### config.mk
export PLATFORM = sky130hd
export DESIGN_NAME = pc_sequencer
export DESIGN_NICKNAME = d
export VERILOG_FILES = /design/src/rtl/pc_sequencer.sv
export SDC_FILE = /design/constraint.sdc
export NUM_CORES = 1
export LEC_CHECK = 0
export ABC_CLOCK_PERIOD_IN_PS = 4300
export CORE_MARGIN = 10
export CORE_UTILIZATION = 42
export DETAILED_ROUTE_END_ITERATION = 8
export PLACE_DENSITY = 0.95
export SETUP_SLACK_MARGIN = 0.02
export SYNTH_ARGS = -nofsm -noshare
export SYNTH_HDL_FRONTEND = slang
export SYNTH_SLANG_ARGS = --single-unit
export TNS_END_PERCENT = 10
### constraint.sdc
create_clock -name clk -period 4.3 [get_ports clk]
set_input_delay 0.86 -clock clk [delete_from_list [all_inputs] [get_ports clk]]
set_output_delay 0.86 -clock clk [all_outputs]
set_load 0.02 [all_outputs]
### src/rtl/pc_sequencer.sv
// pc_sequencer: next-PC / pipeline-control arbiter with EPC, kernel-mode and mul/div stall.
// Define PC_ALIGN_CHECK_EN to trap misaligned branch/jump/eret targets and add the misalign port.
module pc_sequencer #(
    parameter logic [31:0] RESET_PC      = 32'h00400000,
    parameter logic [31:0] EXC_VECTOR    = 32'h80000180,
    parameter logic [31:0] IRQ_VECTOR    = 32'h80000180,
    parameter int          MULDIV_CYCLES = 4
) (
    input  logic        clk,
    input  logic        reset,
    input  logic [31:0] pc_cur,
    input  logic        exception,
    input  logic [31:0] exc_pc,
    input  logic        irq,
    input  logic        eret,
    input  logic        branch_taken,
    input  logic [31:0] branch_target,
    input  logic        jump,
    input  logic [31:0] jump_target,
    input  logic        load_use,
    input  logic        muldiv_start,
    output logic [31:0] pc_next,
    output logic        pc_write,
    output logic        if_id_write,
    output logic        if_id_flush,
    output logic        id_ex_flush,
    output logic [31:0] epc,
    output logic        kernel_mode,
    output logic        md_busy
`ifdef PC_ALIGN_CHECK_EN
   ,output logic        misalign
`endif
);
    typedef enum logic {RUN, MD_WAIT} state_t;

    state_t      state, state_n;
    logic [3:0]  cnt, cnt_n;
    logic [31:0] epc_n, tgt, trap_epc;
    logic        km_n, trap;

    always_ff @(posedge clk or posedge reset) begin
        if (reset) begin
            state       <= RUN;
            cnt         <= 4'd0;
            epc         <= RESET_PC;
            kernel_mode <= 1'b0;
        end else begin
            state       <= state_n;
            cnt         <= cnt_n;
            epc         <= epc_n;
            kernel_mode <= km_n;
        end
    end

    // Branch (EX) beats eret/jump (ID); all three share one redirect path.
    assign tgt = branch_taken ? branch_target : eret ? epc : jump_target;

    always_comb begin
        pc_next     = pc_cur + 32'd4;
        pc_write    = 1'b1;
        if_id_write = 1'b1;
        if_id_flush = 1'b0;
        id_ex_flush = 1'b0;
        md_busy     = 1'b0;
`ifdef PC_ALIGN_CHECK_EN
        misalign    = 1'b0;
`endif
        state_n     = state;
        cnt_n       = cnt;
        epc_n       = epc;
        km_n        = kernel_mode;
        trap        = 1'b0;
        trap_epc    = exc_pc;
        if (state == MD_WAIT) begin
            md_busy = 1'b1;
            if (exception) begin
                trap    = 1'b1;
                state_n = RUN;
                cnt_n   = 4'd0;
            end else begin
                pc_write    = 1'b0;
                if_id_write = 1'b0;
                id_ex_flush = 1'b1;
                cnt_n       = cnt - 4'd1;
                state_n     = (cnt == 4'd1) ? RUN : MD_WAIT;
            end
        end else if (exception) begin
            trap = 1'b1;
        end else if (irq && !kernel_mode) begin
            pc_next     = IRQ_VECTOR;
            if_id_flush = 1'b1;
            epc_n       = pc_cur;
            km_n        = 1'b1;
        end else if (branch_taken || eret || jump) begin
`ifdef PC_ALIGN_CHECK_EN
            if (|tgt[1:0]) begin
                trap     = 1'b1;
                trap_epc = pc_cur;
                misalign = 1'b1;
            end else
`endif
            begin
                pc_next     = tgt;
                if_id_flush = 1'b1;
                id_ex_flush = branch_taken;
                km_n        = (eret && !branch_taken) ? 1'b0 : kernel_mode;
            end
        end else if (load_use) begin
            pc_write    = 1'b0;
            if_id_write = 1'b0;
            id_ex_flush = 1'b1;
        end else if (muldiv_start) begin
            state_n = MD_WAIT;
            cnt_n   = 4'(MULDIV_CYCLES - 1);
        end
        if (trap) begin
            pc_next     = EXC_VECTOR;
            if_id_flush = 1'b1;
            id_ex_flush = 1'b1;
            epc_n       = trap_epc;
            km_n        = 1'b1;
        end
        if (reset) begin
            pc_write    = 1'b0;
            if_id_write = 1'b0;
            if_id_flush = 1'b0;
            id_ex_flush = 1'b0;
            md_busy     = 1'b0;
`ifdef PC_ALIGN_CHECK_EN
            misalign    = 1'b0;
`endif
        end
    end
endmodule
After elaboration in Yosys (flattened, before gate mapping). Index checks and enable logic that the tools add are counted.

Register bits after elaboration: 38. Output and inout port bits: 70. Logic and storage cells: 81.

Add/sub/neg operators: 2. Equality and inequality tests: 7. Muxes and demuxes: 55. Reduce and logical (&&, ||, !) cells: 13.

Operators by type and width (number): $mux W32 (11); $mux W1 (37); $add A32 B3 Y32 const B (1); $mux W4 (7); $ne A2 B1 Y1 const B (4); $reduce_bool A3 Y1 (2); $reduce_and A5 Y1 (1); $eq A4 B1 Y1 const B (1); $ne A2 B2 Y1 const B (2); $reduce_and A4 Y1 (1); $reduce_bool A2 Y1 (2); $sub A4 B1 Y4 const B (1); $reduce_and A3 Y1 (1); $logic_and A1 B1 Y1 (2); $logic_not A1 Y1 (2); $logic_or A1 B1 Y1 (2).

Longest topological paths before layout. Gate-level depths: netlist of run 1.

Depth in word-level cells: 8. Gate-level depth with buffers: 7. Depth with buffers taken out: 6.

Worst setup path before layout of run 1. OpenSTA, ideal clock, no wires.

Kind: in2out. Start: in eret. End: out pc_next[10]. Data arrival time: 2.371 ns. Required time: 3.440 ns. Slack: 1.069 ns. Stages: 6. Buffers on the path: 2. Cell sequence: buf_2 -> or3_4 -> nand2_2 -> buf_2 -> a211oi_1 -> a211oi_1.

Word-level cells in the longest chain between the ends: 7.

Ends and longest elaborated chain: start, declared (RTL line 15) `input logic eret,`; $mux W32 or $logic_or A1 B1 Y1 (tied branches) (2 in series) (RTL line 56, 94); $mux W32 * (RTL line 94) `end else if (branch_taken || eret || jump) begin`; $mux W32 * (RTL line 89) `end else if (irq && !kernel_mode) begin`; $mux W32 * (RTL line 87) `end else if (exception) begin`; $mux W32 * (RTL line 74) `if (state == MD_WAIT) begin`; $mux W32 * (RTL line 116) `if (trap) begin`; end, declared (RTL line 22) `output logic [31:0] pc_next,`.

Mark *: on every way between the ends. The rest lies on a longest branch, timed or not.

Final worst setup path of run 1.
Start: in pc_cur[13]. End: out pc_next[28].

Word-level cells in the longest chain between the ends: 6.

Ends and longest elaborated chain: start, declared (RTL line 11) `input logic [31:0] pc_cur,`; $add A32 B3 Y32 * (RTL line 59) `pc_next = pc_cur + 32'd4;`; $mux W32 (RTL line 94); $mux W32 (RTL line 89); $mux W32 (RTL line 87); $mux W32 * (RTL line 74); $mux W32 * (RTL line 116).

Marks and branches as above.

==> results of run 1 <==
[kinds of logic (layout without fill, tap and decap cells)]
family / after synthesis / count (layout) / share of synthesized area
XOR/XNOR: 25 / 25 / 0.0624
adder cells (fa/ha/maj): 3 / 3 / 0.0107
multiplexers: 63 / 63 / 0.180
AO/OA/AOI/OAI: 123 / 123 / 0.198
AND/OR/NAND/NOR: 165 / 165 / 0.226
flip-flops: 38 / 38 / 0.271
buffers and inverters: 41 / 250 / 0.0520
[what timing repair did]
action / in CTS / in global routing
hold endpoints to repair: 0 / 0
resized for setup: 0 / 1
setup buffers: 0 / 0
setup endpoints to repair: 0 / 1
[synth_stat cells (all sizes together) (4+ instances only)]
master,instances,area (um^2)
dfrtp,37,926
nor2b,4,25.0
xnor2,5,43.8
xor2,20,175
nand4,11,68.8
nor2,29,109
and4,5,47.6
buf,16,88.8
a21oi,23,115
and3,5,31.3
nand2,76,290
clkbuf,19,71.3
mux2i,63,631
o22ai,6,37.5
a211oi,18,135
or3,5,36.3
o21ai,66,330
inv,6,22.5
nor3,6,30.0
nand3,12,60.1
[power breakdown]
group	leakage (nW)	internal [mW]	switching (mW)	total (mW)
sequential	0.461	0.399	0.0410	0.441
combinational	1.80	0.319	0.295	0.614
clock	0.0395	0.116	0.134	0.249
[metal layers]
metal  up-vias  wire, um  part of all wire
li1       2056         -                 -
met3        31      1420             0.091
met1      2044      5950              0.38
met2       223      7770              0.50
met5         -         0                 0
met4         0       363             0.023
[worst min-delay path by stage]
stage | slack, ns | cells past startpoint | startpoint | to
2_1_floorplan | 0.45 | 1 | cnt[3] | cnt[3]
3_3_place_gp | 0.48 | 1 | cnt[3] | cnt[3]
3_5_place_dp | 0.50 | 1 | cnt[3] | cnt[3]
4_1_cts | 0.52 | 1 | cnt[3] | cnt[3]
5_1_grt | 0.57 | 1 | cnt[3] | cnt[3]
6_report | 0.53 | 1 | cnt[3] | cnt[3]
[metrics by stage]
stage | setup WS (ns) | cell area [um^2] | total power, mW | hold slack, ns
6_report | 0.132 | 5850 | 1.30 | 0.527
5_1_grt | 0.0584 | 5850 | 1.37 | 0.569
4_1_cts | 0.140 | 5850 | 1.31 | 0.517
3_5_place_dp | 0.151 | 5770 | 1.06 | 0.502
3_3_place_gp | 0.199 | 5770 | 1.03 | 0.482
2_1_floorplan | 1.07 | 3510 | 0.713 | 0.451
[worst max-delay path: stages]
cell and delay (ns):
clkdlybuf4s50_1 0.53, and4_2 0.30, and4_4 0.32, nand2_2 0.10, or3_1 0.34, a31oi_1 0.17
clkdlybuf4s50_1 0.67
[state kept, by name, summed over array words and instances (netlist names)]
| name | flops |
|---|---|
| epc | 32 |
| state | 1 |
| kernel_mode | 1 |
| cnt | 4 |
[cell type report]
type	instances	area, um^2	share of cell area
multi-input combinational	379	2380	0.407
inverter	6	22.5	0.00385
timing repair buffer	236	2290	0.391
clock buffer	8	80.1	0.0137
tap	105	131	0.0224
sequential	38	952	0.163
==> reports/results.tsv, run 1 <==
stage	metric	value	unit
run_status	status	completed	
yosys	synth-seq-cells	38	
route	antenna_left	0	
power	power_density	223	nW/um^2
sta	finClkSkew	0.00652	ns
route	drt_iter0_drc	210	
sta	fin_crit	4.17	ns
layout	final_cell_mix	clkdlybuf4s50_1, nand2_1, o21ai_0	
global_routing	overflow	0	
critical_path	critPathRequiredTime	3.44	ns
job	drv_cap	0	
layout	drive_above_1_share	0.0690	
critical_path	critPathMaxFanout	11	
global_routing	grt_use_met2	0.413	
sta	drv_slew	0	
global_routing	antenna_found_initial	0	
yosys	synth-seq-area-share	0.271	
sta	timing.fmax	240	MHz
cts	clk-insertion-delay-late	0.28	ns
sta	worstMarginPinSlew	0.607	ns
placement	gp_congestion	0.894	
layout	diodes	0	
cts	clk_pin_slew	0.08	ns
route	avgRoutedWirePerCell	20.1	um
layout	fin_cells	772	
yosys	syn_area	3510	um^2
route	drt-vias-per-instance	5.64	
yosys	async_flop_share	1.00	
cts	cts_buffers	5	
yosys	yosysUniqueCellTypes	43	
cts	htreeDepth	2	
floorplan	fp.dieH	111	um
critical_path	rrSetupSlack	2.45	ns
route	drtPass1Iterations	5	
yosys	synthFlopType	dfrtp_1	
critical_path	reg2reg_depth	4	
yosys	syn_avg_cell_area	7.66	um^2
cts	cts_hold_buffers	0	
global_routing	use_met3	0.0768	
sta	tns	0	ns
floorplan	die_w	111	um
global_routing	top_usage_layer	met2	
hold_path	min_path_type	reg -> reg	
sta	fin_crit_sh	0.969	
yosys	synth_edf_count	0	
floorplan	coreArea	8180	um^2
layout	final_common_cell	clkdlybuf4s50_1	
layout	syn_to_final_growth	66.8	%
yosys	syn_inst	458	
yosys	yosysWarnings	0	
floorplan	rows	33	
global_routing	grt_max_degree	63	
route	drc	0	
cts	cts_root_buffer	clkbuf_8	
floorplan	die_area	12400	um^2
critical_path	cp_data_arrival_time	3.31	ns
sta	final_hold_viol_count	0	
placement	port_buffers	206	
power	max-vdd-ir-drop	128	uV
critical_path	critical_path_class	in -> out	
critical_path	cp-end-kind	output port	
placement	dp_hpwl	12500	um
sta	slew_headroom	0.592	
floorplan	start_util	0.429	
critical_path	cp-endpoint	pc_next[28]	
placement	placedCellCount	764	
layout	final_util	0.716	
critical_path	r2r_end	epc[23]	
cts	cts_tree	built	
critical_path	rr_startpoint	state	
power	p_leak	2.30	nW
route	totalWireLength	15500	um
yosys	synth_nets	598	
critical_path	cp-startpoint	pc_cur[13]	
global_routing	grt_pass1_vias	4589	
sta	rsz0062_at_grt	false	
cts	clockBufferDepth	2	
global_routing	grt_usage	0.233	
global_routing	grtUsageMet1	0.259	
route	vias	4354	
critical_path	start_kind	input port	
floorplan	io_pins	207	
layout	fillerInstances	632	
cts	cts_sinks	38	
global_routing	grt_pass1_wl	24200	um
sta	setup_viol	0	
layout	layout.nets	806	
(Power assumes the default switching activity.)
==> inputs of run 2 (changes only) <==
--- a/config.mk
+++ b/config.mk
@@ -5,11 +5,12 @@
 export SDC_FILE = /design/constraint.sdc
 export NUM_CORES = 1
 export LEC_CHECK = 0
+export ABC_AREA = 1
 export ABC_CLOCK_PERIOD_IN_PS = 4300
 export CORE_MARGIN = 10
-export CORE_UTILIZATION = 42
+export CORE_UTILIZATION = 41
 export DETAILED_ROUTE_END_ITERATION = 8
-export PLACE_DENSITY = 0.95
+export PLACE_DENSITY = 0.92
 export SETUP_SLACK_MARGIN = 0.02
 export SYNTH_ARGS = -nofsm -noshare
 export SYNTH_HDL_FRONTEND = slang
==> run 2 against run 1 <==
Critical path depth is 4 higher. Worst hold slack worse by 0.018 ns. Area after synthesis up 6.8%. Critical endpoint is now pc_next[22]. Sequential cell count unchanged. Global-route usage up 3.2 points.
==> reports/results.tsv, run 2 <==
stage	metric	value	unit
sta	final_hold_viol_count	0	
yosys	synth_compound_area_frac	0.218	
route	vias	5155	
route	avgRoutedWirePerCell	19.5	um
critical_path	critical_path_class	in -> out	
power	p_leak	2.69	nW
yosys	synth_mux_area_frac	0	
layout	regMostFlops	epc	
placement	placedCellCount	935	
floorplan	coreArea	8810	um^2
floorplan	die_area	13400	um^2
global_routing	grt_pass1_wl	28300	um
layout	final_common_cell	clkdlybuf4s50_1	
cts	cts_sinks	38	
run_status	status	completed	
cts	cts_root_buffer	clkbuf_8	
global_routing	overflow	0	
power	max-vdd-ir-drop	223	uV
route	drtPass1Iterations	5	
sta	timing.fmax	245	MHz
cts	clk-insertion-delay-late	0.30	ns
job	drv_cap	0	
yosys	synth_fa_ha_area_frac	0.0100	
cts	cts_tree	built	
placement	port_buffers	206	
route	totalWireLength	18400	um
yosys	synth_top_family_by_area	simple AND/OR/NAND/NOR gates	
route	wl_met3	1830	um
global_routing	grt_max_degree	49	
cts	clockBufferDepth	2	
global_routing	grt_usage	0.265	
cts	ctsResizeCount	0	
layout	reg.largest.list	epc (32), cnt (4)	
layout	largest_reg_flops	32	
layout	fin_cells	943	
layout	fillerInstances	767	
critical_path	cp_data_arrival_time	3.22	ns
sta	fin_crit	4.08	ns
power	power_density	259	nW/um^2
yosys	synth-seq-cells	38	
floorplan	fp.dieH	116	um
layout	layout.nets	974	
cts	cts_hold_buffers	0	
placement	place_area	5950	um^2
critical_path	rr_startpoint	state	
cts	htreeDepth	2	
hold_path	min_path_type	reg -> reg	
layout	syn_to_final_growth	62.4	%
sta	setup_viol	0	
layout	final_cell_mix	clkdlybuf4s50_1, nand2_1, nor2_1	
cts	cts_buffers	5	
route	antenna_left	0	
route	drc	0	
sta	fin_crit_sh	0.948	
floorplan	die_w	116	um
layout	diodes	0	
layout	design_area	6090	um^2
yosys	syn_inst	630	
layout	drive_above_1_share	0.0647	
sta	finClkSkew	0.00463	ns
critical_path	cp-startpoint	pc_cur[2]	
sta	tns	0	ns
yosys	synth-seq-area-share	0.254	
yosys	synth.area.top_cells	dfrtp_1, nand2_1, nor2_1, inv_1, nand3_1	
yosys	yosys.area_share.simple	0.379	
critical_path	start_kind	input port	
yosys	syn_avg_cell_area	5.95	um^2
placement	gp_congestion	0.984	
yosys	synthFlopType	dfrtp_1	
route	drt_iter0_drc	461	
yosys	yosysUniqueCellTypes	36	
sta	drv_slew	0	
global_routing	antenna_found_initial	0	
yosys	synth.most_common_cell	nand2_1	
yosys	synth_nets	770	
floorplan	rows	34	
sta	worstMarginPinSlew	1.08	ns
yosys	async_flop_share	1.00	
route	drt-vias-per-instance	5.47	
critical_path	critPathRequiredTime	3.44	ns
cts	cts_setup_buffers	0	
floorplan	io_pins	207	
yosys	synth_edf_count	0	
yosys	synth.top_cell.area_share	0.247	
yosys	synthTopCellsByCount	nand2_1, nor2_1, inv_1	
cts	clk_pin_slew	0.09	ns
route	maxUsedRoutingLayer	met4	
critical_path	cp-end-kind	output port	
route	wl_met2	8790	um
yosys	yosysWarnings	0	
hold_path	hold_path_startpoint	epc[22]	
sta	rsz0062_at_grt	false	
yosys	syn_area	3750	um^2
critical_path	critPathMaxFanout	5	
floorplan	start_util	0.426	
layout	final_util	0.692	
placement	dp_hpwl	15200	um
route	met1_length	7230	um
power	finalPower	1.58	mW
yosys	synth-xor-area-share	0.0304	
yosys	yosys.area.top_type	dfrtp_1	
sta	slew_headroom	0.279	
global_routing	grt_pass1_vias	5269	
run 2: cell types whose count changed in the layout (fill, tap and decap cells not counted), moves of 6 or more:
cell / change
mux2i_1: -63
xor2_1: -10
a21oi_1: +6
nand3_1: +22
nor2_1: +58
o21ai_0: -34
o21ai_1: +14
o211ai_1: +14
inv_1: +55
a211oi_1: -17
a31oi_1: +19
nor2_2: +7
nand2_1: +120
buf_4: -8
run 2: through the flow:
step | setup slack [ns] | hold slack (ns)
after floorplan | 1.34 | 0.512
after global placement | 0.291 | 0.487
after global routing | 0.0686 | 0.539
final | 0.224 | 0.509
after detailed placement | 0.260 | 0.495
after CTS | 0.224 | 0.509
run 2: worst paths after layout:
path | end | slack, ns | cells past startpoint
hold reg to reg | epc[22] | 0.51 | 2
setup reg to reg | epc[21] | 2.20 | 8
min in group asynchronous | cnt[3] | 1.27 | 2
setup / recovery | pc_next[22] | 0.22 | 11
max in group asynchronous | epc[3] | 2.22 | 3
hold / removal | epc[22] | 0.51 | 2
run 2: metal layers:
metal  vias up  global-route usage
met5         -                   0
met4         0              0.0901
li1       2485                   -
met3        35              0.0698
met1      2363               0.313
met2       272               0.458
run 2: layout make-up:
| cell class | count | area, um^2 | area share |
|---|---|---|---|
| clock buffer | 6 | 82.6 | 0.0136 |
| clock inverter | 2 | 60.1 | 0.00986 |
| inverter | 66 | 250 | 0.0411 |
| multi-input combinational | 496 | 2390 | 0.393 |
| sequential | 38 | 952 | 0.156 |
| tap | 108 | 135 | 0.0222 |
| timing repair buffer | 227 | 2220 | 0.364 |
run 2: cells by family after synthesis:
family / count (synthesis)
AND/OR/NAND/NOR: 343
AO/OA/AOI/OAI: 137
buffers and inverters: 96
flip-flops: 38
XOR/XNOR: 13
adder cells (fa/ha/maj): 3
run 2: power breakdown:
part | internal, mW | switching [mW]
clock | 0.248 | 0.156
combinational | 0.341 | 0.383
sequential | 0.409 | 0.0384
total | 0.998 | 0.577
run 2: critical path, stage by stage:
cell and delay, ns:
clkdlybuf4s50_1 0.52, ha_1 0.23, nand2_1 0.07, nor2_1 0.18, nand2_1 0.14, nor2_2 0.26, nand2_1 0.08, nand2_1 0.06
nand2_1 0.05, a21oi_1 0.13, clkdlybuf4s50_1 0.63
